`src/rtl/alu_step_sequencer_if.sv`:
```
// Handshake and datapath signals between decode, the ALU step sequencer and the datapath.
// master: decode/datapath side; slave: the sequencer.
interface alu_step_sequencer_if;
    logic        start;
    logic [4:0]  opcode;
    logic        ready;
    logic        done;
    logic        error;
    logic        rb_out;
    logic        rc_out;
    logic        y_in;
    logic [4:0]  alu_control;
    logic        z_in;
    logic        z_lo_out;
    logic        z_hi_out;
    logic        ra_in;
    logic        lo_in;
    logic        hi_in;
    logic [63:0] z_data_in;
    logic [31:0] z_bus_out;

    modport master (
        output start, opcode, z_data_in,
        input  ready, done, error, rb_out, rc_out, y_in, alu_control, z_in,
        input  z_lo_out, z_hi_out, ra_in, lo_in, hi_in, z_bus_out
    );

    modport slave (
        input  start, opcode, z_data_in,
        output ready, done, error, rb_out, rc_out, y_in, alu_control, z_in,
        output z_lo_out, z_hi_out, ra_in, lo_in, hi_in, z_bus_out
    );
endinterface

```
`src/rtl/alu_step_sequencer.sv`:
```
// Sequences Y-load, ALU-operate and Z-writeback for one register-to-register ALU instruction.
// Define ALU_SEQ_MULDIV_WAIT_EN to add MULDIV_WAIT settle cycles (T_WAIT) for mul/div.
module alu_step_sequencer #(
    parameter int unsigned MULDIV_WAIT = 2
) (
    input logic              clock,
    input logic              clear,
    alu_step_sequencer_if.slave bus
);

    typedef enum logic [2:0] {
        StIdle, StY, StOp, StWait, StLo, StHi, StDone, StErr
    } state_e;

    function automatic logic is_muldiv(input logic [4:0] op);
        return (op == 5'b01111) || (op == 5'b10000);
    endfunction

    function automatic logic is_unary(input logic [4:0] op);
        return (op == 5'b10001) || (op == 5'b10010);
    endfunction

    function automatic logic is_legal(input logic [4:0] op);
        return ((op >= 5'b00011) && (op <= 5'b01011)) || is_muldiv(op) || is_unary(op);
    endfunction

    state_e      state_q, state_d;
    logic [4:0]  op_q, op_d;
    logic [63:0] z_q;
    logic        ready_q, ready_d, done_q, done_d, error_q, error_d;
    logic        rb_out_q, rb_out_d, rc_out_q, rc_out_d, y_in_q, y_in_d;
    logic        z_in_q, z_in_d, z_lo_out_q, z_lo_out_d, z_hi_out_q, z_hi_out_d;
    logic        ra_in_q, ra_in_d, lo_in_q, lo_in_d, hi_in_q, hi_in_d;
    logic [4:0]  alu_control_q, alu_control_d;
`ifdef ALU_SEQ_MULDIV_WAIT_EN
    logic [3:0]  cnt_q, cnt_d;
`endif

    always_comb begin
        state_d = state_q;
        op_d    = op_q;
`ifdef ALU_SEQ_MULDIV_WAIT_EN
        cnt_d   = cnt_q;
`endif
        unique case (state_q)
            StIdle, StDone, StErr: begin
                state_d = StIdle;
                if (bus.start) begin
                    op_d    = bus.opcode;
                    state_d = is_legal(bus.opcode) ? StY : StErr;
                end
            end
            StY: state_d = StOp;
            StOp: begin
                state_d = StLo;
`ifdef ALU_SEQ_MULDIV_WAIT_EN
                if (is_muldiv(op_q)) begin
                    state_d = StWait;
                    cnt_d   = 4'(MULDIV_WAIT - 1);
                end
`endif
            end
`ifdef ALU_SEQ_MULDIV_WAIT_EN
            StWait: begin
                if (cnt_q == 4'd0) state_d = StLo;
                else               cnt_d   = cnt_q - 4'd1;
            end
`endif
            StLo:    state_d = is_muldiv(op_q) ? StHi : StDone;
            StHi:    state_d = StDone;
            default: state_d = StIdle;
        endcase

        // Outputs are decoded from the next state so they leave the flops aligned with it.
        ready_d       = (state_d == StIdle) || (state_d == StDone) || (state_d == StErr);
        done_d        = (state_d == StDone);
        error_d       = (state_d == StErr);
        rb_out_d      = (state_d == StY);
        y_in_d        = (state_d == StY);
        rc_out_d      = ((state_d == StOp) && !is_unary(op_d)) || (state_d == StWait);
        alu_control_d = ((state_d == StOp) || (state_d == StWait)) ? op_d : 5'd0;
`ifdef ALU_SEQ_MULDIV_WAIT_EN
        z_in_d        = ((state_d == StOp) && !is_muldiv(op_d)) ||
                        ((state_d == StWait) && (cnt_d == 4'd0));
`else
        z_in_d        = (state_d == StOp);
`endif
        z_lo_out_d    = (state_d == StLo);
        ra_in_d       = (state_d == StLo) && !is_muldiv(op_d);
        lo_in_d       = (state_d == StLo) && is_muldiv(op_d);
        z_hi_out_d    = (state_d == StHi);
        hi_in_d       = (state_d == StHi);
    end

    always_ff @(posedge clock) begin
        if (clear) begin
            state_q       <= StIdle;
            op_q          <= 5'd0;
            z_q           <= 64'd0;
            ready_q       <= 1'b1;
            done_q        <= 1'b0;
            error_q       <= 1'b0;
            rb_out_q      <= 1'b0;
            rc_out_q      <= 1'b0;
            y_in_q        <= 1'b0;
            alu_control_q <= 5'd0;
            z_in_q        <= 1'b0;
            z_lo_out_q    <= 1'b0;
            z_hi_out_q    <= 1'b0;
            ra_in_q       <= 1'b0;
            lo_in_q       <= 1'b0;
            hi_in_q       <= 1'b0;
`ifdef ALU_SEQ_MULDIV_WAIT_EN
            cnt_q         <= 4'd0;
`endif
        end else begin
            state_q       <= state_d;
            op_q          <= op_d;
            if (z_in_q) z_q <= bus.z_data_in;
            ready_q       <= ready_d;
            done_q        <= done_d;
            error_q       <= error_d;
            rb_out_q      <= rb_out_d;
            rc_out_q      <= rc_out_d;
            y_in_q        <= y_in_d;
            alu_control_q <= alu_control_d;
            z_in_q        <= z_in_d;
            z_lo_out_q    <= z_lo_out_d;
            z_hi_out_q    <= z_hi_out_d;
            ra_in_q       <= ra_in_d;
            lo_in_q       <= lo_in_d;
            hi_in_q       <= hi_in_d;
`ifdef ALU_SEQ_MULDIV_WAIT_EN
            cnt_q         <= cnt_d;
`endif
        end
    end

    always_comb begin
        bus.z_bus_out = 32'd0;
        if (z_lo_out_q)      bus.z_bus_out = z_q[31:0];
        else if (z_hi_out_q) bus.z_bus_out = z_q[63:32];
    end

    assign bus.ready       = ready_q;
    assign bus.done        = done_q;
    assign bus.error       = error_q;
    assign bus.rb_out      = rb_out_q;
    assign bus.rc_out      = rc_out_q;
    assign bus.y_in        = y_in_q;
    assign bus.alu_control = alu_control_q;
    assign bus.z_in        = z_in_q;
    assign bus.z_lo_out    = z_lo_out_q;
    assign bus.z_hi_out    = z_hi_out_q;
    assign bus.ra_in       = ra_in_q;
    assign bus.lo_in       = lo_in_q;
    assign bus.hi_in       = hi_in_q;

endmodule

```
`src/flat_wrapper.sv`:
```
// flat-port wrapper written by rule: the top's interface ports become plain ports
module alu_step_sequencer_flat 
#(
    parameter int unsigned MULDIV_WAIT = 2
)
  (clock, clear, bus_start, bus_opcode, bus_z_data_in, bus_ready, bus_done, bus_error, bus_rb_out, bus_rc_out, bus_y_in, bus_alu_control, bus_z_in, bus_z_lo_out, bus_z_hi_out, bus_ra_in, bus_lo_in, bus_hi_in, bus_z_bus_out);
  alu_step_sequencer_if bus_i ();
  input logic clock;
  input logic clear;
  input wire logic [$bits(bus_i.start)-1:0] bus_start;
  input wire logic [$bits(bus_i.opcode)-1:0] bus_opcode;
  input wire logic [$bits(bus_i.z_data_in)-1:0] bus_z_data_in;
  output wire logic [$bits(bus_i.ready)-1:0] bus_ready;
  output wire logic [$bits(bus_i.done)-1:0] bus_done;
  output wire logic [$bits(bus_i.error)-1:0] bus_error;
  output wire logic [$bits(bus_i.rb_out)-1:0] bus_rb_out;
  output wire logic [$bits(bus_i.rc_out)-1:0] bus_rc_out;
  output wire logic [$bits(bus_i.y_in)-1:0] bus_y_in;
  output wire logic [$bits(bus_i.alu_control)-1:0] bus_alu_control;
  output wire logic [$bits(bus_i.z_in)-1:0] bus_z_in;
  output wire logic [$bits(bus_i.z_lo_out)-1:0] bus_z_lo_out;
  output wire logic [$bits(bus_i.z_hi_out)-1:0] bus_z_hi_out;
  output wire logic [$bits(bus_i.ra_in)-1:0] bus_ra_in;
  output wire logic [$bits(bus_i.lo_in)-1:0] bus_lo_in;
  output wire logic [$bits(bus_i.hi_in)-1:0] bus_hi_in;
  output wire logic [$bits(bus_i.z_bus_out)-1:0] bus_z_bus_out;
  assign bus_i.start = bus_start;
  assign bus_i.opcode = bus_opcode;
  assign bus_i.z_data_in = bus_z_data_in;
  assign bus_ready = bus_i.ready;
  assign bus_done = bus_i.done;
  assign bus_error = bus_i.error;
  assign bus_rb_out = bus_i.rb_out;
  assign bus_rc_out = bus_i.rc_out;
  assign bus_y_in = bus_i.y_in;
  assign bus_alu_control = bus_i.alu_control;
  assign bus_z_in = bus_i.z_in;
  assign bus_z_lo_out = bus_i.z_lo_out;
  assign bus_z_hi_out = bus_i.z_hi_out;
  assign bus_ra_in = bus_i.ra_in;
  assign bus_lo_in = bus_i.lo_in;
  assign bus_hi_in = bus_i.hi_in;
  assign bus_z_bus_out = bus_i.z_bus_out;
  alu_step_sequencer #(.MULDIV_WAIT(MULDIV_WAIT)) u_core (.clock(clock), .clear(clear), .bus(bus_i));
endmodule
```
`config.mk`:
```
export PLATFORM = sky130hd
export DESIGN_NAME = alu_step_sequencer_flat
export DESIGN_NICKNAME = d
export VERILOG_FILES = /design/src/rtl/alu_step_sequencer_if.sv /design/src/rtl/alu_step_sequencer.sv /design/src/flat_wrapper.sv
export SDC_FILE = /design/constraint.sdc
export NUM_CORES = 1
export LEC_CHECK = 0
export BUFFER_PORTS_ARGS = -buffer_cell sky130_fd_sc_hd__buf_2
export CELL_PAD_IN_SITES_DETAIL_PLACEMENT = 0
export CELL_PAD_IN_SITES_GLOBAL_PLACEMENT = 1
export CORE_ASPECT_RATIO = 1.75
export CORE_UTILIZATION = 33
export CTS_CLUSTER_SIZE = 30
export DETAILED_ROUTE_END_ITERATION = 10
export PLACE_DENSITY_LB_ADDON = 0.08
export SYNTH_ARGS = -nofsm -noshare
export SYNTH_HDL_FRONTEND = slang
export SYNTH_SLANG_ARGS = --single-unit
```
`constraint.sdc`:
```
create_clock -name clock -period 1.66 [get_ports clock]
set_input_delay 0.415 -clock clock [delete_from_list [all_inputs] [get_ports clock]]
set_output_delay 0.415 -clock clock [all_outputs]
set_load 0.05 [all_outputs]
```
==> results of run 1 <==
## per-stage QoR
stage	hold slack, ns	instances	area, sq um	total power, uW	utilization [%]
after floorplan	0.460	435	4130	3150	-
after global placement	0.474	685	5030	3540	46.5
after detailed placement	0.480	685	5030	3550	46.5
after CTS	0.297	709	5750	5800	53.1
after global routing	0.313	710	5890	6080	54.4
final	0.308	710	5890	5790	54.4
## final cells by class
type / instances / share of cell area (%)
clock buffers: 10 / 4.06
multi-input cells: 310 / 38.5
repair buffers: 162 / 23.2
clock inverters: 6 / 1.17
well taps: 130 / 2.76
flip-flops and latches: 87 / 29.9
inverters: 5 / 0.319
## power groups by stage
stage                     logic (uW)  registers (uW)  clock network [uW]
final                           1340            2370                2070
after global routing            1450            2390                2240
after CTS                       1310            2360                2140
after detailed placement        1160            2400                   0
after global placement          1150            2390                   0
after floorplan                  709            2440                   0
## layout by cell type (no fill, tap or decap), types with 2 or more instances in the layout
cell type  synthesis  routed
o21ai_0           34       2
nand3_1            2       2
inv_1              5       5
nand2_2            1      12
clkinv_4           0       2
or3_4              2       4
a21oi_1            8       6
a211oi_1           5       5
buf_6              3      30
dfxtp_4            0       5
and3_4             0       2
mux2i_1           65      65
o22ai_1            3       3
nor2_1            85      85
buf_4              2      26
o22ai_4            0       2
buf_16             0       4
dfxtp_2            0       2
nand2b_1           5       4
nor2b_1            3       3
buf_8              0       6
o21ai_4            0      32
clkbuf_16          0      10
o21a_1             4       4
buf_2              2      86
dfxtp_1           87      80
nand2_1           71      59
buf_12             0       9
## cell families after synthesis
family | after synthesis | synth area share (%)
buffers and inverters | 38 | 4.98
XOR/XNOR | 1 | 0.236
AO/OA/AOI/OAI | 64 | 10.3
AND/OR/NAND/NOR | 180 | 20.1
multiplexers | 65 | 17.5
flip-flops | 87 | 46.9
## per-layer routing
layer	up-vias	share of wire, %
li1	1733	-
met1	1620	39
met2	82	54
met3	13	4.3
met4	0	2.9
met5	-	0
## what timing repair did
action	in CTS	in global routing
setup endpoints to repair	36	39
cloned	4	1
gates resized for setup	80	36
buffers inserted	4	1
pin swaps	24	8
## sequential cells by signal, summed over array words and instances, names as in the netlist
signal,cells
u_core.bus.z_lo_out,1
u_core.bus.rb_out,1
u_core.bus.error,1
u_core.state_q,3
u_core.bus.done,1
u_core.op_q,5
u_core.bus.rc_out,1
u_core.bus.z_hi_out,1
u_core.bus.lo_in,1
u_core.bus.ra_in,1
u_core.bus.alu_control,5
u_core.bus.z_in,1
u_core.bus.ready,1
u_core.z_q,64
## worst max-delay path: stages, from the launching register on
cell	delay, ns
dfxtp_4	0.41
buf_12	0.15
buf_16	0.14
o21ai_4	0.14
buf_6	0.18
## path summary, 6_finish.rpt
check | cells after the start | slack, ns | to | from
max | 4 | -0.12 | bus_z_bus_out[6] | u_core.bus.z_lo_out
min reg2reg | 2 | 0.49 | u_core.z_q[38] | u_core.z_q[38]
max reg2reg | 6 | -0.02 | u_core.bus.ra_in | u_core.state_q[0]
min | 3 | 0.31 | u_core.z_q[7] | bus_z_data_in[7]
==> metrics.yaml, run 1 <==
finish:
  diodes: 0
  fillerInstances: 1025
  seq_area_sq_um: 1760
  area_delta_synth_final_pct: 58.5
  drive_gt1_share_pct: 42.6
  nNetsFinal: 647
  multi_input_area_sq_um: 2270
timing:
  fin_crit_sh_pct: 107
  hold_viol: 0
  setup_tns_ns: -2.68
  fmax_mhz: 562
  setup_ws_ns: -0.119
  slew_headroom_pct: 73.2
  fin_skew_ns: 0.00513
  fin_crit_ns: 1.78
  maxSlewViolCount: 0
  setup_violations: 34
  worstMarginPinSlew_ns: 0.401
  rsz0062_at_grt: "yes"
clock_network:
  cts_tree: "built"
  cts-root-buf: "clkbuf_16"
  cts_max_path_buffers: 2
  path_clk_slew_ns: 0.07
  hold_buffers: 0
  cts.sinks: 87
  htree_levels: 3
  clk_latency_ns: 0.34
  cts_buffers: 9
place:
  dp_worst_setup_slack_ns: -0.157
  place_hpwl_um: 7410
  port-buffer-count: 120
  gp_congestion: 0.824
routing:
  final_antenna_net_count: 0
  drc: 0
  first_iter_violations: 156
  vias: 3448
  wl_per_cell_um: 15.0
  firstDrtPassIters: 4
  drt-total-wl_um: 10700
  viasPerCell: 4.86
global_route:
  track_usage_pct: 19.0
  grtUsageMet1_pct: 21.1
  grt_pass1_wl_um: 16500
  gr-total-overflow: 0
  top_usage_layer: "met2"
  use_met2_pct: 32.8
  antenna_found_initial: 0
  first_global_vias: 3388
  grt_max_degree: 73
  use_met3_pct: 4.81
power:
  pwr-share-clk_pct: 35.8
  intPower_uw: 4090
  ir_drop_v: 0.000564
  p_comb_share_pct: 23.2
  power_density_nw_per_um2: 983
  p_switching_uw: 1700
  swShare_pct: 29.3
  seqPwrFrac_pct: 40.9
  p_leak_uw: 0.00235
synthesis:
  ys_seq_area_share_pct: 46.9
  synth_ff_type: "dfxtp_1"
  synthTopCellsByArea: "dfxtp_1 (47%), mux2i_1 (18%), nor2_1 (8.6%)"
  ys_warn_count: 0
  synth_top_area_cell: "dfxtp_1"
  synth_edf_count: 0
  yosysTopAreaCellShare_pct: 46.9
  synth.avg_cell_area_sq_um: 8.54
  syn_nets: 507
  synth.most_common_cell: "dfxtp_1"
  yosysUniqueCellTypes: 41
  async_flop_share_pct: 0
  syn_area_sq_um: 3710
  synth_seq_cells: 87
  ys_top_cells_by_count: "dfxtp_1 (87), nor2_1 (85), nand2_1 (71)"
  synth_cells: 435
worst_setup_path:
  startpoint_type: "flop"
  path_max_fanout: 7
  criticalPathCategory: "reg2out"
  end_kind: "output pin"
  worstPathArrival_ns: 1.36
  worstPathRequired_ns: 1.24
outcome:
  violations: "negative setup slack"
  outcome: "complete, but fails checks"
floorplan:
  row_count: 50
  initial_core_util_pct: 34.3
  fp.dieW_um: 82.2
  core_sq_um: 10800
  die_y_um: 142
  die_area_sq_um: 11700
  pin_count: 121
worst_hold_path:
  hp-class: "in2reg"
flow_run:
  maxCapViolations: 0
No activity file was read; power rests on OpenSTA's default activity.
==> run 2: changes to the inputs <==
CELL_PAD_IN_SITES_DETAIL_PLACEMENT = 1   (was 0)
==> run 2 against run 1 <==
The flow still finishes with violations (negative setup slack). Global-route usage rose by 3.2 points. Critical endpoint unchanged. Via count rose by 5.6%. Clock-buffer cell count did not move.
==> metrics.yaml, run 2 (same netlist as run 1, synthesis figures left out) <==
outcome:
  outcome: "complete, but fails checks"  # unchanged
  violations: "negative setup slack"  # unchanged
finish:
  largest_reg_flops: 64  # unchanged
  drive_gt1_share_pct: 49.7  # was 42.6%
  mostFrequentLayoutCell: "nor2_1"  # was buf_2
  fin_util_pct: 59.1  # was 54.4%
  max_flop_register: "u_core.z_q"  # unchanged
  final_cell_mix: "nor2_1 (85), buf_2 (84), dfxtp_1 (81)"  # was buf_2 (86), nor2_1 (85), dfxtp_1 (80)
  area_delta_synth_final_pct: 72.1  # was 58.5%
  nNetsFinal: 661  # was 647
floorplan:
  row_count: 50  # unchanged
  die_y_um: 142  # unchanged
  pin_count: 121  # unchanged
  fp.dieW_um: 82.2  # unchanged
  die_area_sq_um: 11700  # unchanged
  initial_core_util_pct: 34.3  # unchanged
  core_sq_um: 10800  # unchanged
place:
  port-buffer-count: 120  # unchanged
  gp_congestion: 0.824  # unchanged
  place_hpwl_um: 8130  # was 7410 um
routing:
  final_antenna_net_count: 0  # unchanged
  drt-total-wl_um: 13000  # was 10,700 um
  first_iter_violations: 61  # was 156
  wl_per_cell_um: 17.9  # was 15.0 um
  firstDrtPassIters: 4  # unchanged
  drc: 0  # unchanged
  viasPerCell: 5.02  # was 4.86
  vias: 3641  # was 3,448
global_route:
  grt_max_degree: 73  # unchanged
  grt_pass1_wl_um: 19000  # was 16,500 um
  track_usage_pct: 22.2  # was 19.0%
  gr-total-overflow: 0  # unchanged
  first_global_vias: 3922  # was 3,388
  antenna_found_initial: 1  # was 0
timing:
  fin_crit_ns: 1.82  # was 1.78 ns
  worstMarginPinSlew_ns: 0.394  # was 0.401 ns
  fmax_mhz: 548  # was 562 MHz
  setup_tns_ns: -3.71  # was -2.68 ns
  fin_crit_sh_pct: 110  # was 107%
  maxSlewViolCount: 0  # unchanged
  hold_viol: 0  # unchanged
  slew_headroom_pct: 73.7  # was 73.2%
  setup_violations: 34  # unchanged
  worst_hold_slack_ns: 0.308  # about the same
  fin_skew_ns: 0.00552  # was 0.00513 ns
  setup_ws_ns: -0.163  # was -0.119 ns
  rsz0062_at_grt: "yes"  # unchanged
clock_network:
  cts-root-buf: "clkbuf_16"  # unchanged
  cts_buffers: 9  # unchanged
  cts.sinks: 87  # unchanged
  htree_levels: 3  # unchanged
  cts_tree: "built"  # unchanged
  clk_latency_ns: 0.34  # about the same
  path_clk_slew_ns: 0.07  # about the same
  cts_max_path_buffers: 2  # unchanged
power:
  ir_drop_v: 0.000626  # was 0.000564 V
  power_density_nw_per_um2: 953  # was 983 nW/um^2
  p_leak_uw: 0.00274  # was 0.00235 uW
worst_hold_path:
  hp-class: "in2reg"  # unchanged
worst_setup_path:
  path_max_fanout: 6  # was 7
  worstPathArrival_ns: 1.41  # was 1.36 ns
  startpoint_type: "flop"  # unchanged
  worstPathRequired_ns: 1.24  # about the same
  criticalPathCategory: "reg2out"  # unchanged
  end_kind: "output pin"  # unchanged
flow_run:
  maxCapViolations: 0  # unchanged
[run 2: changes by cell type in the layout (fill, tap and decap cells not counted), sizes merged]
cell / change
buf: +12
bufbuf: +1
bufinv: +1
diode: +1
clkinv: -3
clkbuf: +1
clkinvlp: +2
[run 2: area by class of cell]
cell class,count,area [sq um]
diodes,1,2.50
repair buffers,176,1690
well taps,130,163
fillers,1190,4430
inverters,5,18.8
flip-flops and latches,87,1760
multi-input cells,310,2430
clock buffers,10,239
clock inverters,6,91.3
[run 2: metal layers]
metal | track usage [%] | up-vias | wire [um]
met5 | 0 | - | 0
met4 | 14.2 | 0 | 620
met3 | 3.78 | 32 | 484
met2 | 42.4 | 88 | 7550
met1 | 20.5 | 1757 | 4350
li1 | - | 1764 | -
[run 2: timing repair]
item | 4_1_cts | 5_1_grt
setup endpoints to repair | 36 | 40
hold buffers | 0 | 0
pin swaps | 33 | 24
buffers inserted | 13 | 1
resized for setup | 153 | 37
gates cloned | 8 | 2
[run 2: power by group]
group / internal [uW] / switching (uW) / total [uW]
Clock: 1360 / 856 / 2220
Sequential: 2230 / 150 / 2380
Combinational: 719 / 771 / 1490
[run 2: critical path: stages (launching register included)]
cell     delay (ns)
dfxtp_4        0.38
buf_12         0.13
buf_12         0.13
nand2_2        0.07
o21ai_4        0.18
buf_6          0.18
[run 2: through the flow]
step / setup WS, ns / std cells / area (sq um) / power [uW]
after floorplan: -0.0294 / 435 / 4130 / 3150
after global placement: -0.106 / 685 / 5030 / 3540
after detailed placement: -0.172 / 685 / 5030 / 3570
after CTS: -0.173 / 722 / 6220 / 6070
after global routing: -0.195 / 725 / 6390 / 6340
final: -0.163 / 725 / 6390 / 6090
[run 2: final timing paths]
path	startpoint	cells after the start	end	slack [ns]
max reg2reg	u_core.state_q[0]	6	u_core.bus.ra_in	-0.06
min	bus_z_data_in[14]	3	u_core.z_q[14]	0.31
min reg2reg	u_core.z_q[27]	2	u_core.z_q[27]	0.50
max	u_core.bus.z_hi_out	5	bus_z_bus_out[6]	-0.16
